[src/rtl/led_pwm_pkg.sv]
// Shared types and sizing helpers for the multi-channel LED PWM bank.
package led_pwm_pkg;

    typedef enum logic [1:0] {
        MODE_OFF     = 2'd0,
        MODE_STEADY  = 2'd1,
        MODE_BLINK   = 2'd2,
        MODE_BREATHE = 2'd3
    } mode_e;

    typedef enum logic {
        BR_RISE = 1'b0,
        BR_FALL = 1'b1
    } brth_dir_e;

    function automatic int period_cyc(input int clk_hz, input int pwm_hz);
        return clk_hz / pwm_hz;
    endfunction

    function automatic int step_cyc(input int clk_hz, input int pwm_hz, input int steps);
        return (clk_hz / pwm_hz) / steps;
    endfunction

    // Duty values run 0..DUTY_STEPS inclusive, so one extra code is needed.
    function automatic int duty_w(input int steps);
        return $clog2(steps + 1);
    endfunction

    function automatic int cnt_w(input int n);
        return (n > 1) ? $clog2(n) : 1;
    endfunction

endpackage

[src/rtl/led_pwm_bank_if.sv]
// Configuration write port: one-cycle strobe carrying {channel, mode, duty}.
interface led_pwm_bank_if
    import led_pwm_pkg::*;
#(
    parameter int DUTY_W = 7
);
    logic              wr_en;
    logic [3:0]        wr_chan;
    mode_e             wr_mode;
    logic [DUTY_W-1:0] wr_duty;

    modport master (output wr_en, wr_chan, wr_mode, wr_duty);
    modport slave  (input  wr_en, wr_chan, wr_mode, wr_duty);
endinterface

[src/rtl/led_pwm_channel.sv]
// One LED channel: shadow/active config, breathe level tracker, duty compare, output flop.
module led_pwm_channel
    import led_pwm_pkg::*;
#(
    parameter int DUTY_STEPS   = 100,
    parameter int DEFAULT_DUTY = 10,
    parameter int DUTY_W       = 7,
    parameter int PHASE_W      = 7
) (
    input  logic               clk,
    input  logic               rst_n,
    input  logic               wr_i,
    input  mode_e              wr_mode_i,
    input  logic [DUTY_W-1:0]  wr_duty_i,
    input  logic               boundary_i,
    input  logic               blink_on_i,
    input  logic               brth_tick_i,
    input  logic [PHASE_W-1:0] phase_i,
    output logic               led_o
);
    localparam logic [DUTY_W-1:0] STEPS = DUTY_W'(DUTY_STEPS);
    localparam logic [DUTY_W-1:0] DEF   = DUTY_W'(DEFAULT_DUTY);

    mode_e             shd_mode_q, shd_mode_d, act_mode_q, act_mode_d;
    logic [DUTY_W-1:0] shd_duty_q, shd_duty_d, act_duty_q, act_duty_d;
    logic [DUTY_W-1:0] lvl_q, lvl_d, lim, eff_duty;
    brth_dir_e         dir_q, dir_d;
    logic              led_q, led_d;

    always_ff @(posedge clk or negedge rst_n) begin
        if (!rst_n) begin
            shd_mode_q <= MODE_STEADY;
            shd_duty_q <= DEF;
            act_mode_q <= MODE_STEADY;
            act_duty_q <= DEF;
            lvl_q      <= '0;
            dir_q      <= BR_RISE;
            led_q      <= 1'b0;
        end else begin
            shd_mode_q <= shd_mode_d;
            shd_duty_q <= shd_duty_d;
            act_mode_q <= act_mode_d;
            act_duty_q <= act_duty_d;
            lvl_q      <= lvl_d;
            dir_q      <= dir_d;
            led_q      <= led_d;
        end
    end

    always_comb begin
        shd_mode_d = shd_mode_q;
        shd_duty_d = shd_duty_q;
        act_mode_d = act_mode_q;
        act_duty_d = act_duty_q;
        lvl_d      = lvl_q;
        dir_d      = dir_q;
        lim        = '0;
        eff_duty   = '0;
        led_d      = 1'b0;

        if (wr_i) begin
            shd_mode_d = wr_mode_i;
            shd_duty_d = wr_duty_i;
        end

        // The active copy and breathe level only move at a period boundary,
        // using the shadow including any write landing in the same cycle.
        if (boundary_i) begin
            act_mode_d = shd_mode_d;
            act_duty_d = shd_duty_d;
            lim        = (shd_duty_d > STEPS) ? STEPS : shd_duty_d;
            if (act_mode_q != MODE_BREATHE) begin
                lvl_d = '0;
                dir_d = BR_RISE;
            end else if (lvl_q > lim) begin
                lvl_d = lim;
                dir_d = BR_FALL;
            end else if (brth_tick_i) begin
                case (dir_q)
                    BR_RISE: begin
                        if (lvl_q < lim) begin
                            lvl_d = lvl_q + DUTY_W'(1);
                        end else begin
                            dir_d = BR_FALL;
                            if (lvl_q != '0) lvl_d = lvl_q - DUTY_W'(1);
                        end
                    end
                    default: begin
                        if (lvl_q != '0) begin
                            lvl_d = lvl_q - DUTY_W'(1);
                        end else begin
                            dir_d = BR_RISE;
                            if (lim != '0) lvl_d = lvl_q + DUTY_W'(1);
                        end
                    end
                endcase
            end
        end

        case (act_mode_q)
            MODE_OFF:    eff_duty = '0;
            MODE_STEADY: eff_duty = act_duty_q;
            MODE_BLINK:  eff_duty = blink_on_i ? act_duty_q : '0;
            default:     eff_duty = lvl_q;
        endcase
        led_d = (DUTY_W'(phase_i) < eff_duty);
    end

    assign led_o = led_q;

endmodule

[src/rtl/led_pwm_bank.sv]
// Multi-channel LED PWM driver: shared timebase, blink/breathe dividers and write decode.
module led_pwm_bank
    import led_pwm_pkg::*;
#(
    parameter int CLK_HZ        = 125_000_000,
    parameter int PWM_HZ        = 1000,
    parameter int NUM_LEDS      = 4,
    parameter int DUTY_STEPS    = 100,
    parameter int DEFAULT_DUTY  = 10,
    parameter int BLINK_PERIODS = 250,
    parameter int BREATHE_DIV   = 2,
    parameter bit ACTIVE_HIGH   = 1'b1
) (
    input  logic                clk,
    input  logic                rst_n,
    led_pwm_bank_if.slave       cfg,
    output logic [NUM_LEDS-1:0] led
);
    localparam int STEP_CYC = step_cyc(CLK_HZ, PWM_HZ, DUTY_STEPS);
    localparam int DUTY_W   = duty_w(DUTY_STEPS);
    localparam int PRE_W    = cnt_w(STEP_CYC);
    localparam int PHASE_W  = cnt_w(DUTY_STEPS);
    localparam int BLK_W    = cnt_w(BLINK_PERIODS);
    localparam int BRW_W    = cnt_w(BREATHE_DIV);

    logic [PRE_W-1:0]   pre_q, pre_d;
    logic [PHASE_W-1:0] phase_q, phase_d;
    logic [BLK_W-1:0]   blk_cnt_q, blk_cnt_d;
    logic [BRW_W-1:0]   brth_cnt_q, brth_cnt_d;
    logic               blink_on_q, blink_on_d;
    logic               pre_wrap, boundary, brth_tick, chan_ok;
    logic [NUM_LEDS-1:0] wr_sel, led_raw;

    assign pre_wrap  = (pre_q == PRE_W'(STEP_CYC - 1));
    assign boundary  = pre_wrap && (phase_q == PHASE_W'(DUTY_STEPS - 1));
    assign brth_tick = boundary && (brth_cnt_q == BRW_W'(BREATHE_DIV - 1));
    assign chan_ok   = cfg.wr_en && ({1'b0, cfg.wr_chan} < 5'(NUM_LEDS));

    always_ff @(posedge clk or negedge rst_n) begin
        if (!rst_n) begin
            pre_q      <= '0;
            phase_q    <= '0;
            blk_cnt_q  <= '0;
            brth_cnt_q <= '0;
            blink_on_q <= 1'b1;
        end else begin
            pre_q      <= pre_d;
            phase_q    <= phase_d;
            blk_cnt_q  <= blk_cnt_d;
            brth_cnt_q <= brth_cnt_d;
            blink_on_q <= blink_on_d;
        end
    end

    always_comb begin
        pre_d      = pre_q + PRE_W'(1);
        phase_d    = phase_q;
        blk_cnt_d  = blk_cnt_q;
        brth_cnt_d = brth_cnt_q;
        blink_on_d = blink_on_q;
        if (pre_wrap) begin
            pre_d   = '0;
            phase_d = (phase_q == PHASE_W'(DUTY_STEPS - 1)) ? '0 : phase_q + PHASE_W'(1);
        end
        if (boundary) begin
            if (blk_cnt_q == BLK_W'(BLINK_PERIODS - 1)) begin
                blk_cnt_d  = '0;
                blink_on_d = ~blink_on_q;
            end else begin
                blk_cnt_d = blk_cnt_q + BLK_W'(1);
            end
            brth_cnt_d = brth_tick ? '0 : brth_cnt_q + BRW_W'(1);
        end
    end

    for (genvar i = 0; i < NUM_LEDS; i++) begin : g_ch
        assign wr_sel[i] = chan_ok && (cfg.wr_chan == 4'(i));

        led_pwm_channel #(
            .DUTY_STEPS   (DUTY_STEPS),
            .DEFAULT_DUTY (DEFAULT_DUTY),
            .DUTY_W       (DUTY_W),
            .PHASE_W      (PHASE_W)
        ) u_ch (
            .clk         (clk),
            .rst_n       (rst_n),
            .wr_i        (wr_sel[i]),
            .wr_mode_i   (cfg.wr_mode),
            .wr_duty_i   (cfg.wr_duty),
            .boundary_i  (boundary),
            .blink_on_i  (blink_on_q),
            .brth_tick_i (brth_tick),
            .phase_i     (phase_q),
            .led_o       (led_raw[i])
        );
    end

    // Polarity is applied after the flop, so an inverted bank resets to all ones.
    assign led = ACTIVE_HIGH ? led_raw : ~led_raw;

endmodule
[src/flat_wrapper.sv]
// flat-port wrapper written by rule: the top's interface ports become plain ports
module led_pwm_bank_flat import led_pwm_pkg::*;
#(
    parameter int CLK_HZ        = 125_000_000,
    parameter int PWM_HZ        = 1000,
    parameter int NUM_LEDS      = 4,
    parameter int DUTY_STEPS    = 100,
    parameter int DEFAULT_DUTY  = 10,
    parameter int BLINK_PERIODS = 250,
    parameter int BREATHE_DIV   = 2,
    parameter bit ACTIVE_HIGH   = 1'b1
)
  (clk, rst_n, led, cfg_wr_en, cfg_wr_chan, cfg_wr_mode, cfg_wr_duty);
  led_pwm_bank_if cfg_i ();
  input  logic clk;
  input  logic rst_n;
  output logic [NUM_LEDS-1:0] led;
  input wire logic [$bits(cfg_i.wr_en)-1:0] cfg_wr_en;
  input wire logic [$bits(cfg_i.wr_chan)-1:0] cfg_wr_chan;
  input wire logic [$bits(cfg_i.wr_mode)-1:0] cfg_wr_mode;
  input wire logic [$bits(cfg_i.wr_duty)-1:0] cfg_wr_duty;
  assign cfg_i.wr_en = cfg_wr_en;
  assign cfg_i.wr_chan = cfg_wr_chan;
  assign cfg_i.wr_mode = cfg_wr_mode;
  assign cfg_i.wr_duty = cfg_wr_duty;
  led_pwm_bank #(.CLK_HZ(CLK_HZ), .PWM_HZ(PWM_HZ), .NUM_LEDS(NUM_LEDS), .DUTY_STEPS(DUTY_STEPS), .DEFAULT_DUTY(DEFAULT_DUTY), .BLINK_PERIODS(BLINK_PERIODS), .BREATHE_DIV(BREATHE_DIV), .ACTIVE_HIGH(ACTIVE_HIGH)) u_core (.clk(clk), .rst_n(rst_n), .cfg(cfg_i), .led(led));
endmodule
[config.mk]
export PLATFORM = sky130hd
export DESIGN_NAME = led_pwm_bank_flat
export DESIGN_NICKNAME = d
export VERILOG_FILES = /design/src/rtl/led_pwm_pkg.sv /design/src/rtl/led_pwm_bank_if.sv /design/src/rtl/led_pwm_channel.sv /design/src/rtl/led_pwm_bank.sv /design/src/flat_wrapper.sv
export SDC_FILE = /design/constraint.sdc
export NUM_CORES = 1
export LEC_CHECK = 0
export ABC_CLOCK_PERIOD_IN_PS = 5600
export CAP_MARGIN = 20
export CORE_MARGIN = 2
export CORE_UTILIZATION = 45
export DETAILED_ROUTE_END_ITERATION = 7
export GPL_ROUTABILITY_DRIVEN = 1
export SYNTH_ARGS = -nofsm -noshare
export SYNTH_HDL_FRONTEND = slang
export SYNTH_HIERARCHICAL = 1
export SYNTH_SLANG_ARGS = --single-unit
[constraint.sdc]
create_clock -name clk -period 5.6 [get_ports clk]
set_clock_uncertainty 0.2 [all_clocks]
set_input_delay 1.12 -clock clk [delete_from_list [all_inputs] [get_ports clk]]
set_output_delay 1.12 -clock clk [all_outputs]
set_load 0.02 [all_outputs]
==> results.toml <==
[placed_design]
placed_cells = 1278
post-place-ws_ns = 0.281
portBuffers = 19
dp.final_hpwl_mm = 17.1
gp_congestion = 0.883

[worst_setup_path]
cp.required_ns = 5.71
r2r_slack_ns = 1.93
end_kind = "flip-flop"
path_cells = "clkdlybuf4s50_1 -> nor2_1 -> nand2_1 -> nor3_2 -> buf_4 -> nor4_1 -> a221oi_1 -> nor2_1 -> ha_1 -> nand3b_1 -> a21oi_1 -> o2111ai_1 -> a311o_1 -> and2_4 -> a32o_1"
r2r-start = "u_core/phase_q[5]"
cp_data_arrival_time_ns = 5.03
criticalPathCategory = "in2reg"
cp_max_fo = 16
start_kind = "input pin"
crit_buf_inv = 2
worstRegToRegCells = 6
crit_path_frequent_cell = "nor2_1"
cp_slowest_stage_delay_ns = 0.46
crit_family = "compound AO/OA/AOI/OAI gates"
critPathSlowestCell = "a311o_1"
reg2reg_to = "u_core/g_ch[3].u_ch/lvl_q[4]"

[floorplanning]
die_h_um = 148
io_pins = 20
placementRows = 52
start_util = 0.460
core_mm2 = 0.0203
die_area_mm2 = 0.0219
die_x_um = 148

[detailed_routing]
viasPerCell = 5.97
vias = 7815
wl_per_cell_um = 18.5
drt-initial-drc-count = 673
firstDrtPassIters = 5
drtAntennaViolNets = 0
drc = 0
totalWireLength_mm = 24.2

[cells_and_area]
fillers = 1912
antenna_cells = 0
seq_area_mm2 = 0.00343
fin_nets = 1108
stdcell_count = 1310
final_common_cell = "dfrtp_1"
area_growth_pct = 11.9
multi_input_area_mm2 = 0.00550
final_cell_mix = "dfrtp_1 (111), nor2_1 (100), nand2_1 (73), a21oi_1 (73), ha_1 (65)"
drive_gt1_frac = 0.125

[power_and_ir_drop]
p_total_mw = 2.94
power.leakage_nw = 4.38
powerDensity_mw_per_mm2 = 282
peakVddDrop_v = 0.000242

[synth]
synthArstFlopShare = 1.00
seq_area_frac_synth = 0.368
synth_edf_count = 0
ys_ff_latch = 136
syn-num-nets = 1089
syn_inst = 1008
syn_area_mm2 = 0.00933
synth_ff_type = "dfrtp_1"
synth_cell_type_count = 83
synth-warning-count = 6
avgSynthCellArea_um2 = 9.25

[sta]
setup_ws_ns = 0.682
hold_viol = 0
worst_pin_slew_ns = 0.943
setup_viol = 0
drv_slew = 0
fin_crit_ns = 4.92
relSlewSlack = 0.372
rsz0062_at_grt = "no"
finalCritPeriodShare = 0.878
finalSetupTns_ns = 0
clock.fmax_mhz = 203

[clocking]
post_cts_resized = 0
clk-insertion-delay-late_ns = 0.43
clock_sink_count = 136
cts_buffer_depth = 2
cts_tree = "done"
cts_htree_levels = 4
numCtsBuffers = 17
ctsHoldBuffers = 0
cts_setup_buffers = 0
clockRootBuffer = "clkbuf_16"
clk_pin_slew_ns = 0.06

[global_route]
grt_max_degree = 101
antenna_found_initial = 0
grt_pass1_wl_mm = 39.9
grt_pass1_vias = 7552
grt_overflow = 0
grtUsageTotal = 0.229

[hold_path]
hold_depth = 1
hold_class = "reg2reg"
min_to = "u_core/blk_cnt_q[7]"
min-delay-start = "u_core/blk_cnt_q[7]"

[run_status]
status = "completed"

[job]
cap_violations = 0
[report_power, final]
group	leakage [nW]	total (mW)	internal [mW]	switching, mW
Clock	0.288	1.14	0.722	0.422
Sequential	1.61	1.12	1.07	0.0546
Combinational	2.48	0.674	0.266	0.408
Total	4.38	2.94	2.06	0.884
[area by class of cell]
type                       count  share of cell area
clock buffer                  24              0.0452
clock inverter                 8              0.0116
inverter                      51              0.0183
multi-input combinational    778               0.527
sequential                   136               0.329
tap                          270              0.0324
timing repair buffer          43              0.0368
[cell families (layout without fill, tap and decap cells)]
group | after synthesis | in the layout | synth area share
AND/OR/NAND/NOR | 336 | 336 | 0.188
adder cells (fa/ha/maj) | 65 | 65 | 0.0872
XOR/XNOR | 17 | 17 | 0.0160
buffers and inverters | 94 | 126 | 0.0437
AO/OA/AOI/OAI | 301 | 301 | 0.230
flip-flops | 136 | 136 | 0.368
multiplexers | 59 | 59 | 0.0667
[worst reg2reg max path, cell delays in order (launching register included)]
cell and delay [ns]:
dfrtp_1 0.60, nor4bb_1 0.53, nand4_1 0.45, inv_2 0.54, clkinv_1 0.46, or3_1 0.59
o22ai_1 0.21
[cell usage after synthesis, drive strengths merged, types with 17 or more instances]
cell type	instances	area (um^2)
dfstp	25	657
nor3	25	130
nor2b	17	111
a21oi	73	365
a22o	24	211
nand2	73	274
a211oi	18	135
a22oi	30	225
o21ai	39	199
ha	65	813
mux2i	34	340
nand3	26	130
dfrtp	111	2780
mux2	25	282
nor2	100	375
clkbuf	30	113
inv	49	184
[sequential cells by signal, indices dropped and copies added, names as in the netlist]
| register | count |
|---|---|
| u_core/g_ch.u_ch/act_duty_q | 28 |
| u_core/phase_q | 7 |
| u_core/pre_q | 11 |
| u_core/g_ch.u_ch/led_o | 4 |
| u_core/g_ch.u_ch/lvl_q | 28 |
| u_core/brth_cnt_q | 1 |
| u_core/blink_on_q | 1 |
| u_core/g_ch.u_ch/shd_mode_q | 8 |
| u_core/blk_cnt_q | 8 |
| u_core/g_ch.u_ch/shd_duty_q | 28 |
| u_core/g_ch.u_ch/dir_q | 4 |
| u_core/g_ch.u_ch/act_mode_q | 8 |
[through the flow]
stage / area, um^2 / hold WS (ns) / utilization
global route: 10400 / 0.309 / 0.514
CTS: 10400 / 0.281 / 0.514
global placement: 9840 / 0.274 / 0.485
detailed placement: 9840 / 0.267 / 0.485
finish: 10400 / 0.280 / 0.514
floorplan: 9330 / 0.237 / -
[routing by layer]
metal  GRT usage  part of all wire  wire (um)
met5           0                 0          0
met1       0.330              0.49      11800
met4      0.0619             0.016        395
met2       0.356              0.45      10900
met3      0.0386             0.043       1040
[how the worst max path moves through the flow]
stage	slack, ns	to	cells past startpoint	from
global placement	0.31	u_core/g_ch[0].u_ch/lvl_q[0]	15	cfg_wr_chan[3]
global route	0.37	u_core/g_ch[3].u_ch/lvl_q[4]	16	cfg_wr_chan[3]
finish	0.68	u_core/g_ch[0].u_ch/lvl_q[0]	15	cfg_wr_chan[3]
detailed placement	0.28	u_core/g_ch[3].u_ch/lvl_q[4]	16	cfg_wr_chan[2]
floorplan	0.83	u_core/g_ch[1].u_ch/lvl_q[3]	17	cfg_wr_chan[3]
CTS	0.71	u_core/g_ch[3].u_ch/lvl_q[4]	16	cfg_wr_chan[2]
Power figures use the tool's default switching activity.
